===== src/rtl/rv32_mod_instruction_fetch.sv =====
// rtl/rv32_mod_instruction_fetch.sv - RV32 fetch unit with a 3-halfword prefetch buffer
// RV32_FETCH_COMPRESSED_EN: halfword granularity with 16-bit instructions; otherwise word-only fetch.
module rv32_mod_instruction_fetch #(
   parameter logic [31:0] RESET_PC = 32'h0000_0000
) (
   input  logic        clk,
   input  logic        rst_n,
   output logic        mem_req,
   output logic [31:0] mem_addr,
   input  logic        mem_ack,
   input  logic [31:0] mem_rdata,
   input  logic        mem_err,
   input  logic        redirect_valid,
   input  logic [31:0] redirect_pc,
   output logic        instr_valid,
   input  logic        instr_ready,
   output logic [31:0] instruction,
   output logic [31:0] instr_pc,
   output logic        instr_fault
);

   typedef enum logic [1:0] {S_IDLE, S_FETCH, S_WAIT, S_FAULT} state_t;

   state_t      r_state;
   state_t      w_state_nxt;
   logic [47:0] r_buf;
   logic [1:0]  r_count;
   logic [31:0] r_fetch_pc;
   logic [31:0] r_instr_pc;
   logic [31:0] r_old_addr;
   logic        r_discard;
   logic        r_fault_done;

   logic        w_ack_ok;
   logic        w_ack_err;
   logic        w_hw0_is16;
   logic        w_complete;
   logic        w_fire;
   logic        w_redir_flt;
   logic [1:0]  w_cons_n;
   logic [1:0]  w_app_n;
   logic [1:0]  w_cnt_c;
   logic [1:0]  w_cnt_nxt;
   logic [31:0] w_app_data;
   logic [47:0] w_shift;
   logic [47:0] w_mask;
   logic [47:0] w_buf_nxt;

   // A response arriving while r_discard is set belongs to a flushed request.
   assign w_ack_ok  = (r_state == S_FETCH) && mem_ack && !mem_err && !r_discard;
   assign w_ack_err = (r_state == S_FETCH) && mem_ack && mem_err && !r_discard;
   assign w_fire    = instr_valid && instr_ready;

   always_comb begin
      w_hw0_is16  = 1'b0;
      w_app_data  = 32'h0;
      w_app_n     = 2'd0;
      w_redir_flt = 1'b0;
`ifdef RV32_FETCH_COMPRESSED_EN
      w_hw0_is16 = (r_buf[1:0] != 2'b11);
      if (w_ack_ok) begin
         w_app_data = r_fetch_pc[1] ? {16'h0, mem_rdata[31:16]} : mem_rdata;
         w_app_n    = r_fetch_pc[1] ? 2'd1 : 2'd2;
      end
`else
      w_redir_flt = redirect_pc[1];
      if (w_ack_ok) begin
         w_app_data = mem_rdata;
         w_app_n    = 2'd2;
      end
`endif
      w_complete = ((r_count >= 2'd1) && w_hw0_is16) || (r_count >= 2'd2);
      w_cons_n   = 2'd0;
      if (w_fire && w_complete) begin
         w_cons_n = w_hw0_is16 ? 2'd1 : 2'd2;
      end
      w_cnt_c   = r_count - w_cons_n;
      w_cnt_nxt = w_cnt_c + w_app_n;
      w_shift   = r_buf >> {w_cons_n, 4'b0000};
      w_mask    = (48'h1 << {w_cnt_c, 4'b0000}) - 48'h1;
      w_buf_nxt = (w_shift & w_mask) | ({16'h0, w_app_data} << {w_cnt_c, 4'b0000});
   end

   always_ff @(posedge clk) begin
      if (!rst_n) begin
         r_state <= S_IDLE;
      end else begin
         r_state <= w_state_nxt;
      end
   end

   always_comb begin
      w_state_nxt = r_state;
      if (redirect_valid) begin
         w_state_nxt = w_redir_flt ? S_FAULT : S_FETCH;
      end else begin
         case (r_state)
            S_IDLE:  w_state_nxt = S_FETCH;
            S_FETCH: begin
               if (w_ack_err) begin
                  w_state_nxt = S_FAULT;
               end else if (w_ack_ok && (w_cnt_nxt > 2'd1)) begin
                  w_state_nxt = S_WAIT;
               end
            end
            S_WAIT: begin
               if (w_cnt_nxt <= 2'd1) begin
                  w_state_nxt = S_FETCH;
               end
            end
            default: w_state_nxt = r_state;
         endcase
      end
   end

   always_comb begin
      mem_req     = r_discard || (r_state == S_FETCH);
      mem_addr    = r_discard ? r_old_addr : (r_fetch_pc & ~32'd3);
      instr_valid = w_complete || ((r_state == S_FAULT) && !r_fault_done);
      instr_fault = (r_state == S_FAULT) && !r_fault_done && !w_complete;
      instruction = w_hw0_is16 ? {16'h0, r_buf[15:0]} : r_buf[31:0];
      instr_pc    = r_instr_pc;
   end

   always_ff @(posedge clk) begin
      if (!rst_n) begin
         r_buf        <= 48'h0;
         r_count      <= 2'd0;
         r_fetch_pc   <= RESET_PC;
         r_instr_pc   <= RESET_PC;
         r_old_addr   <= 32'h0;
         r_discard    <= 1'b0;
         r_fault_done <= 1'b0;
      end else begin
         if (r_discard && mem_ack) begin
            r_discard <= 1'b0;
         end
         if (redirect_valid) begin
            r_count      <= 2'd0;
            r_fetch_pc   <= redirect_pc;
            r_instr_pc   <= redirect_pc;
            r_fault_done <= 1'b0;
            // The bus still owns the old request; keep presenting it until it completes.
            if (!r_discard && (r_state == S_FETCH) && !mem_ack) begin
               r_discard  <= 1'b1;
               r_old_addr <= mem_addr;
            end
         end else begin
            r_count <= w_cnt_nxt;
            r_buf   <= w_buf_nxt;
            if (w_ack_ok) begin
               r_fetch_pc <= (r_fetch_pc & ~32'd3) + 32'd4;
            end
            if (w_cons_n != 2'd0) begin
               r_instr_pc <= r_instr_pc + {29'd0, w_cons_n, 1'b0};
            end
            if (w_fire && !w_complete) begin
               r_fault_done <= 1'b1;
            end
         end
      end
   end

endmodule


===== config.mk =====
export PLATFORM = sky130hd
export DESIGN_NAME = rv32_mod_instruction_fetch
export DESIGN_NICKNAME = d
export VERILOG_FILES = /design/src/rtl/rv32_mod_instruction_fetch.sv
export SDC_FILE = /design/constraint.sdc
export NUM_CORES = 1
export LEC_CHECK = 0
export BUFFER_PORTS_ARGS = -buffer_cell sky130_fd_sc_hd__clkbuf_2
export CAP_MARGIN = 15
export CORE_MARGIN = 2
export CORE_UTILIZATION = 53
export DETAILED_ROUTE_END_ITERATION = 7
export MAX_ROUTING_LAYER = met4
export PLACE_DENSITY = 0.8
export SYNTH_ARGS = -nofsm -noshare
export SYNTH_HDL_FRONTEND = slang
export SYNTH_SLANG_ARGS = --single-unit

===== constraint.sdc =====
create_clock -name clk -period 2.6 [get_ports clk]
set_input_delay 0.13 -clock clk [delete_from_list [all_inputs] [get_ports clk]]
set_output_delay 0.13 -clock clk [all_outputs]
set_load 0.01 [all_outputs]

## Word level (Yosys, flattened, before mapping)

Cells that the tools add are included.

| word-level totals | value |
|---|---|
| register bits after elaboration | 150 |
| bits of input ports | 70 |
| output and inout port bits | 99 |
| word-level logic and storage cells | 73 |

| operators by class | value |
|---|---|
| $add $sub $neg | 5 |
| order comparisons | 3 |
| equality and inequality tests | 5 |
| shift-type cells | 3 |
| muxes and demuxes | 17 |
| bitwise gates (word level) | 3 |
| reductions and logical operators | 29 |

Operators with widths:

| operator | count |
|---|---|
| 2-to-1 mux 32 bit | 6 |
| bitwise AND 48 bit | 1 |
| OR 48 bit | 1 |
| << shifter 1 x 6 -> 48 bit, first input constant | 1 |
| << shifter 32 x 6 -> 48 bit | 1 |
| right shift 48 x 6 -> 48 bit | 1 |
| subtractor 48 x 1 -> 48 bit, second input constant | 1 |
| adder 32 x 3 -> 32 bit | 1 |
| adder 32 x 3 -> 32 bit, second input constant | 1 |
| logical AND 1 bit | 14 |
| 2-to-1 mux 2 bit | 7 |
| case mux 2 bit (3 select lines) | 1 |
| nonzero test 2 bit | 3 |
| zero test 1 bit | 5 |
| equality test 2 bit, second input constant | 2 |
| != test 4 x 3 -> 1 bit, second input constant | 1 |
| nonzero test 4 bit | 1 |
| 2-to-1 mux 1 bit | 3 |
| != test 3 bit, second input constant | 1 |
| AND reduction 3 bit | 1 |
| adder 2 bit | 1 |
| equality test 2 x 1 -> 1 bit, second input constant | 1 |
| >= comparator 2 bit, second input constant | 1 |
| > comparator 2 x 1 -> 1 bit, second input constant | 1 |
| 7 further kinds | 8 |

## Logic depth before layout (Yosys ltp)

Gate-level depths: netlist (run 1).

| depth | value |
|---|---|
| word-level depth | 14 |
| depth in mapped cells | 9 |
| mapped depth without buffers | 8 |

## Worst setup path after synthesis (run 1)

OpenSTA, ideal clock, no wires.

| timing path | value |
|---|---|
| kind | reg2reg |
| start point | register r_count[1] |
| end point | register r_instr_pc[26] (netlist: instr_pc[26]) |
| setup time | 0.091 ns |
| data arrival time | 1.975 ns |
| data required time | 2.509 ns |
| setup slack | 0.534 ns |
| cell stages (with the launch flop) | 9 |
| buffers on the path | 0 |
| period minus slack after synthesis | 2.066 ns |
| cell sequence | dfxtp_1 -> nand2_1 -> inv_1 -> ha_1 -> ha_1 -> nand3_1 -> nor4_1 -> a211oi_1 -> a311oi_1 |

| between the ends | value |
|---|---|
| word-level cells in the longest chain between the ends | 8 |
| elaborated cells on any way between the ends | 10 |
| classes of those cells | add/sub (1); order compare (1); mux (3); reduce/logical (5) |

Ends and longest elaborated chain:

| element | line | RTL |
|---|---|---|
| start, declared | 27 | `logic [1:0] r_count;` |
| start signal, assigned | 149 | `r_count <= w_cnt_nxt;` |
| >= comparator 2 bit (*) | 72 | `w_complete = ((r_count >= 2'd1) && w_hw0_is16) \|\| (r_count >= 2'd2);` |
| logical OR 1 bit | 119 | `instr_valid = w_complete \|\| ((r_state == S_FAULT) && !r_fault_done);` |
| logical AND 1 bit | 52 | `assign w_fire = instr_valid && instr_ready;` |
| logical AND 1 bit (*) | 74 | `if (w_fire && w_complete) begin` |
| 2-to-1 mux 2 bit (*) | 74 |  |
| adder 32 x 3 -> 32 bit | 155 | `r_instr_pc <= r_instr_pc + {29'd0, w_cons_n, 1'b0};` |
| 2-to-1 mux 32 bit | 154 | `if (w_cons_n != 2'd0) begin` |
| 2-to-1 mux 32 bit | 138 | `if (redirect_valid) begin` |
| end signal, assigned | 141 | `r_instr_pc <= redirect_pc;` |
| end signal, assigned | 155 |  |
| end, declared | 29 | `logic [31:0] r_instr_pc;` |

Every way passes the cells marked *; elsewhere a longest branch is shown, timed or not. The select of a mux whose other input is x is not followed.
A chain may end at the register's enable or synchronous reset.

## Final worst setup path (run 1)

| timing path | value |
|---|---|
| start point | register r_count[1] |
| end point | register r_instr_pc[20] (netlist: instr_pc[20]) |

The elaborated chain is that of the path after synthesis.

==> results.py, run 1 <==
metrics = {
    "pwr": {
        "leakagePower_nw": 3.24,
        "peakVddDrop_mv": 0.429,
        "total_power_mw": 5.16,
        "power.density_mw_per_mm2": 617,
    },
    "clock_tree": {
        "cts_buffers": 17,
        "cts_root_buffer": "clkbuf_16",
        "cts_tree": "done",
        "clock_sinks": 131,
        "clock_latency_ns": 0.42,
        "htree_levels": 4,
        "postCtsSetupRepairBufs": 0,
        "clk_pin_slew_ns": 0.05,
        "clockBufferDepth": 2,
    },
    "final_layout": {
        "antenna_cells": 0,
        "layout_commonest_cell": "clkbuf_2",
        "postLayoutCellArea_sq_mm": 0.00836,
        "area_delta_synth_final_pct": 23.8,
        "final_layout_size_suffix_gt1_share_pct": 26.2,
        "final_core_util_pct": 66.8,
        "num-nets-final": 1034,
        "fillers": 1085,
        "final_cell_mix": "168 x clkbuf_2, 131 x dfxtp_1, 121 x nand2_1",
    },
    "synth": {
        "netlist_area_sq_mm": 0.00676,
        "postSynthNetCount": 885,
        "synth_seq_area_share_pct": 38.8,
        "synth-edff-count": 0,
        "async_flop_share_pct": 0,
        "syn_inst": 811,
        "synth_top_area_cell": "dfxtp_1",
        "synth-seq-cells": 131,
        "ys.flop_type": "dfxtp_1",
        "synth_area_per_cell_sq_um": 8.33,
        "yosysTopAreaCellShare_pct": 38.8,
        "yosysWarnings": 0,
        "synth_area_leaders": "dfxtp_1 39%, a21boi_0 7.0%, nand2_1 6.7%",
        "synth.distinct_cells": 59,
    },
    "detailed_routing": {
        "dr.pass1.iters": 5,
        "via_per_inst": 5.74,
        "wirelength_mm": 18.9,
        "drcViolationCount": 0,
        "drtIter0Drc": 461,
        "avgRoutedWirePerCell_microns": 16.5,
        "ant_nets": 0,
        "dr_total_vias": 6559,
    },
    "grt": {
        "first_global_vias": 6020,
        "overflow": 0,
        "grt_pass1_wl_mm": 29.8,
        "grt_max_degree": 47,
        "gr-usage-all-layers_pct": 28.7,
        "antenna_found_initial": 0,
    },
    "die": {
        "die_w_microns": 117,
        "initial_utilization_pct": 54.0,
        "dieArea_sq_mm": 0.0137,
        "io_pins": 169,
        "design.core.area_sq_mm": 0.0125,
        "fp.dieH_microns": 117,
        "fp-row-count": 41,
    },
    "timing": {
        "finalCritPeriodShare_pct": 89.5,
        "setup_violations": 0,
        "maxSlewHeadroom_pct": 48.9,
        "worstMarginPinSlew_ns": 0.760,
        "min_period_ns": 2.33,
        "setup_tns_ns": 0,
        "fmax_mhz": 430,
        "hold_viol": 0,
        "rsz0062_at_grt": "false",
        "layout_setup_ws_ns": 0.273,
        "clock_skew_ns": 0.0110,
        "slew_viol_final": 0,
    },
    "placed_design": {
        "portBuffers": 168,
        "dpl.hpwl_mm": 12.6,
        "placed_area_sq_mm": 0.00744,
        "gp_congestion": 0.894,
        "place_ws_ns": 0.285,
    },
    "critical_path": {
        "endpoint_kind": "register",
        "critPathRequiredTime_ns": 2.95,
        "cp-start-kind": "register",
        "cp.arrival_ns": 2.67,
        "crit_fanout": 11,
        "crit_type": "register to register",
    },
    "status": {
        "outcome": "finished, final reports clean",
    },
    "job": {
        "drv_cap": 0,
    },
    "hold_path": {
        "hp-class": "input pin to register",
    },
}
Yosys cell counts, types with 7 or more instances:
library cell	n
or3_1	10
clkbuf_1	45
a21oi_1	27
xnor2_1	9
nor3_1	15
dfxtp_1	131
and4_1	11
a31oi_1	24
o21ai_0	41
o31ai_1	11
and3_1	10
inv_1	12
nand2b_1	7
buf_4	35
nor4_1	14
a211oi_1	11
nand3_1	55
and2_1	8
nand4_1	21
or4_1	10
nor2_1	19
xor2_1	7
a21boi_0	63
nand2_1	121
mux2_2	28
logic make-up (layout without fill, tap and decap cells):
logic type / Yosys count / after routing / synth area share, %
simple gates: 327 / 327 / 25.5
xor+xnor: 16 / 16 / 2.07
fa+ha+maj: 4 / 4 / 0.741
compound gates: 199 / 199 / 19.5
mux: 32 / 32 / 5.26
buf+inv: 102 / 261 / 8.15
flops: 131 / 131 / 38.8
final timing paths:
check | from | slack [ns] | depth (start not counted) | endpoint
worst max-delay path | r_count[1] | 0.27 | 8 | instr_pc[20]
worst min-delay path | redirect_pc[2] | 0.04 | 3 | instr_pc[2]
worst max register to register | r_count[1] | 0.27 | 8 | instr_pc[20]
worst min register to register | register | 0.46 | 2 | register
power breakdown:
group,internal [mW],switching (mW),leakage [nW]
sequential,2.10,0.129,1.07
combinational,0.267,0.301,1.90
clock,1.54,0.827,0.276
worst max-delay path: stages, from the launching register on:
cell and delay, ns:
dfxtp_1 0.43, nand2_1 0.15, inv_1 0.08, ha_1 0.17, ha_1 0.17, and3_1 0.24
nand4_1 0.35, or4_1 0.50, a31oi_1 0.16
per-layer routing:
layer | wire (microns) | vias up | global-route usage (%)
met1 | 7870 | 3087 | 34.2
met5 | 0 | - | -
li1 | - | 3216 | -
met2 | 9460 | 218 | 47.5
met4 | 420 | 0 | 10.6
met3 | 1130 | 38 | 6.54
metrics by stage:
step,std cells,hold WS (ns)
after floorplan,811,0.206
after global placement,1078,0.376
after detailed placement,1078,0.383
after CTS,1142,0.0115
after global routing,1142,0.0430
final,1142,0.0370
area by class of cell:
cell class	count	area, sq um	share of cell area [%]
repair buffers	220	1320	15.8
clock inverters	5	103	1.23
flip-flops and latches	131	2620	31.4
clock buffers	24	472	5.64
multi-input cells	578	3590	42.9
well taps	172	215	2.57
inverters	12	45.0	0.539
repair_timing:
item | in CTS | in global routing
hold endpoints to repair | 35 | 0
resized for setup | 0 | 0
hold buffers | 35 | 0
(Power assumes the default switching activity.)
==> run 2, diff against run 1 <==
--- a/constraint.sdc
+++ b/constraint.sdc
@@ -3,2 +3,2 @@
 set_output_delay 0.13 -clock clk [all_outputs]
-set_load 0.01 [all_outputs]
+set_load 0.02 [all_outputs]
==> results.py, run 2 (synthesized netlist as in run 1, its figures left out) <==
metrics = {
    "critical_path": {
        "r2r-end": "instr_pc[19]",
        "endpoint_kind": "register",
        "reg2reg_from": "r_count[1]",
        "slowest_delay_ns": 0.55,
        "critPathRequiredTime_ns": 2.95,
        "rrSetupSlack_ns": 0.27,
        "crit_slowest_cell": "or4_1",
        "crit_fanout": 11,
        "crit_type": "register to register",
        "path_cells": "nand2_1, inv_1, ha_1, and4_1, nand4_1, or4_1, a31oi_1",
        "cp-start-kind": "register",
        "cp.arrival_ns": 2.68,
        "r2r_cells": 7,
    },
    "die": {
        "dieArea_sq_mm": 0.0137,
        "initial_utilization_pct": 54.0,
        "die_w_microns": 117,
        "fp-row-count": 41,
        "fp.dieH_microns": 117,
        "design.core.area_sq_mm": 0.0125,
        "io_pins": 169,
    },
    "hold_path": {
        "hold_depth": 3,
        "hp-class": "input pin to register",
        "hold_end": "instr_pc[5]",
        "hold_start": "redirect_pc[5]",
    },
    "timing": {
        "setup_tns_ns": 0,
        "min_period_ns": 2.33,
        "fmax_mhz": 429,
        "hold_viol": 0,
        "setup_violations": 0,
        "maxSlewHeadroom_pct": 55.0,
        "clock_skew_ns": 0.00933,
        "rsz0062_at_grt": "false",
        "finalCritPeriodShare_pct": 89.7,
        "worstMarginPinSlew_ns": 0.669,
        "slew_viol_final": 0,
    },
    "status": {
        "outcome": "finished, final reports clean",
    },
    "final_layout": {
        "num-nets-final": 1037,
        "area_delta_synth_final_pct": 24.7,
        "stdcell_count": 1148,
        "fillers": 1051,
        "antenna_cells": 0,
        "final_layout_size_suffix_gt1_share_pct": 26.9,
        "postLayoutCellArea_sq_mm": 0.00843,
        "layout_commonest_cell": "clkbuf_2",
        "final_cell_mix": "168 x clkbuf_2, 131 x dfxtp_1, 121 x nand2_1",
    },
    "placed_design": {
        "gp_congestion": 0.884,
        "dp.cells": 1079,
        "dpl.hpwl_mm": 12.7,
        "placed_area_sq_mm": 0.00746,
        "portBuffers": 168,
    },
    "grt": {
        "grt_pass1_wl_mm": 29.5,
        "overflow": 0,
        "gr-usage-all-layers_pct": 28.5,
        "antenna_found_initial": 0,
        "grt_max_degree": 72,
        "first_global_vias": 5921,
    },
    "pwr": {
        "total_power_mw": 5.30,
        "netSwitchingFraction_pct": 25.7,
        "power.density_mw_per_mm2": 629,
        "leakagePower_nw": 3.28,
        "clkPwrFrac_pct": 46.1,
        "sequentialPowerShare_pct": 42.0,
        "comb_power_share_pct": 11.9,
        "power.internal_mw": 3.94,
        "peakVddDrop_mv": 0.498,
        "power.switching_mw": 1.36,
    },
    "detailed_routing": {
        "via_per_inst": 5.75,
        "wirelength_mm": 19.1,
        "dr.pass1.iters": 5,
        "avgRoutedWirePerCell_microns": 16.6,
        "dr_total_vias": 6598,
        "ant_nets": 0,
        "drtIter0Drc": 596,
        "drcViolationCount": 0,
    },
    "job": {
        "drv_cap": 0,
    },
    "clock_tree": {
        "cts_buffers": 17,
        "clockBufferDepth": 2,
        "clock_latency_ns": 0.43,
        "clock_sinks": 131,
        "cts_tree": "done",
        "clk_pin_slew_ns": 0.06,
        "cts_root_buffer": "clkbuf_16",
        "htree_levels": 4,
    },
}
==> run 2: power groups by stage <==
stage          Clock, mW  Sequential [mW]  Combinational (mW)
6_report            2.45             2.23               0.633
3_3_place_gp           0             2.26               0.578
3_5_place_dp           0             2.26               0.583
4_1_cts             2.47             2.22               0.630
2_1_floorplan          0             2.26               0.363
5_1_grt             2.57             2.24               0.686
==> run 2: how the worst max path moves through the flow <==
stage	startpoint	endpoint	slack, ns	depth (start not counted)
4_1_cts	r_count[1]	instr_pc[20]	0.22	8
3_5_place_dp	r_count[1]	instr_pc[20]	0.27	8
5_1_grt	r_count[1]	instr_pc[21]	0.10	7
2_1_floorplan	r_count[1]	instr_pc[26]	0.53	8
6_report	r_count[1]	instr_pc[19]	0.27	7
3_3_place_gp	r_count[1]	instr_pc[20]	0.33	8
==> run 2: layer usage <==
layer,vias up,share of wire [%],global-route usage (%)
li1,3219,-,-
met1,3117,42,35.3
met2,229,49,45.6
met3,33,6.2,6.59
met4,0,2.1,9.96
met5,-,0,-
==> run 2: worst max-delay path, delay by kind of cell (launching register included) <==
| kind | cells | cell delay, ns |
|---|---|---|
| buffers and inverters | 1 | 0.08 |
| AND/OR/NAND/NOR | 4 | 1.38 |
| AO/OA/AOI/OAI | 1 | 0.18 |
| flip-flops | 1 | 0.45 |
| adder cells (fa/ha/maj) | 1 | 0.17 |
==> run 2: what timing repair did <==
action,in CTS,in global routing
setup endpoints to repair,0,1
setup buffers,0,2
resized for setup,0,0
hold buffers,35,0
endpoints found under the hold margin,35,0
==> run 2: cell type report <==
type	instances	area, sq um	share of cell area [%]
Clock buffer	22	474	5.63
Clock inverter	10	130	1.54
Multi-Input combinational cell	578	3590	42.6
Sequential cell	131	2620	31.1
Tap cell	172	215	2.55
Inverter	12	45.0	0.534
Timing Repair Buffer	223	1350	16.1
==> run 2: metrics by stage <==
| stage | utilization (%) | hold slack (ns) | worst slack [ns] |
|---|---|---|---|
| final | 67.3 | 0.0180 | 0.269 |
| after global routing | 67.3 | 0.0250 | 0.102 |
| after CTS | 67.2 | 0.00878 | 0.218 |
| after detailed placement | 59.6 | 0.385 | 0.274 |
| after global placement | 59.6 | 0.378 | 0.333 |
| after floorplan | - | 0.206 | 0.533 |
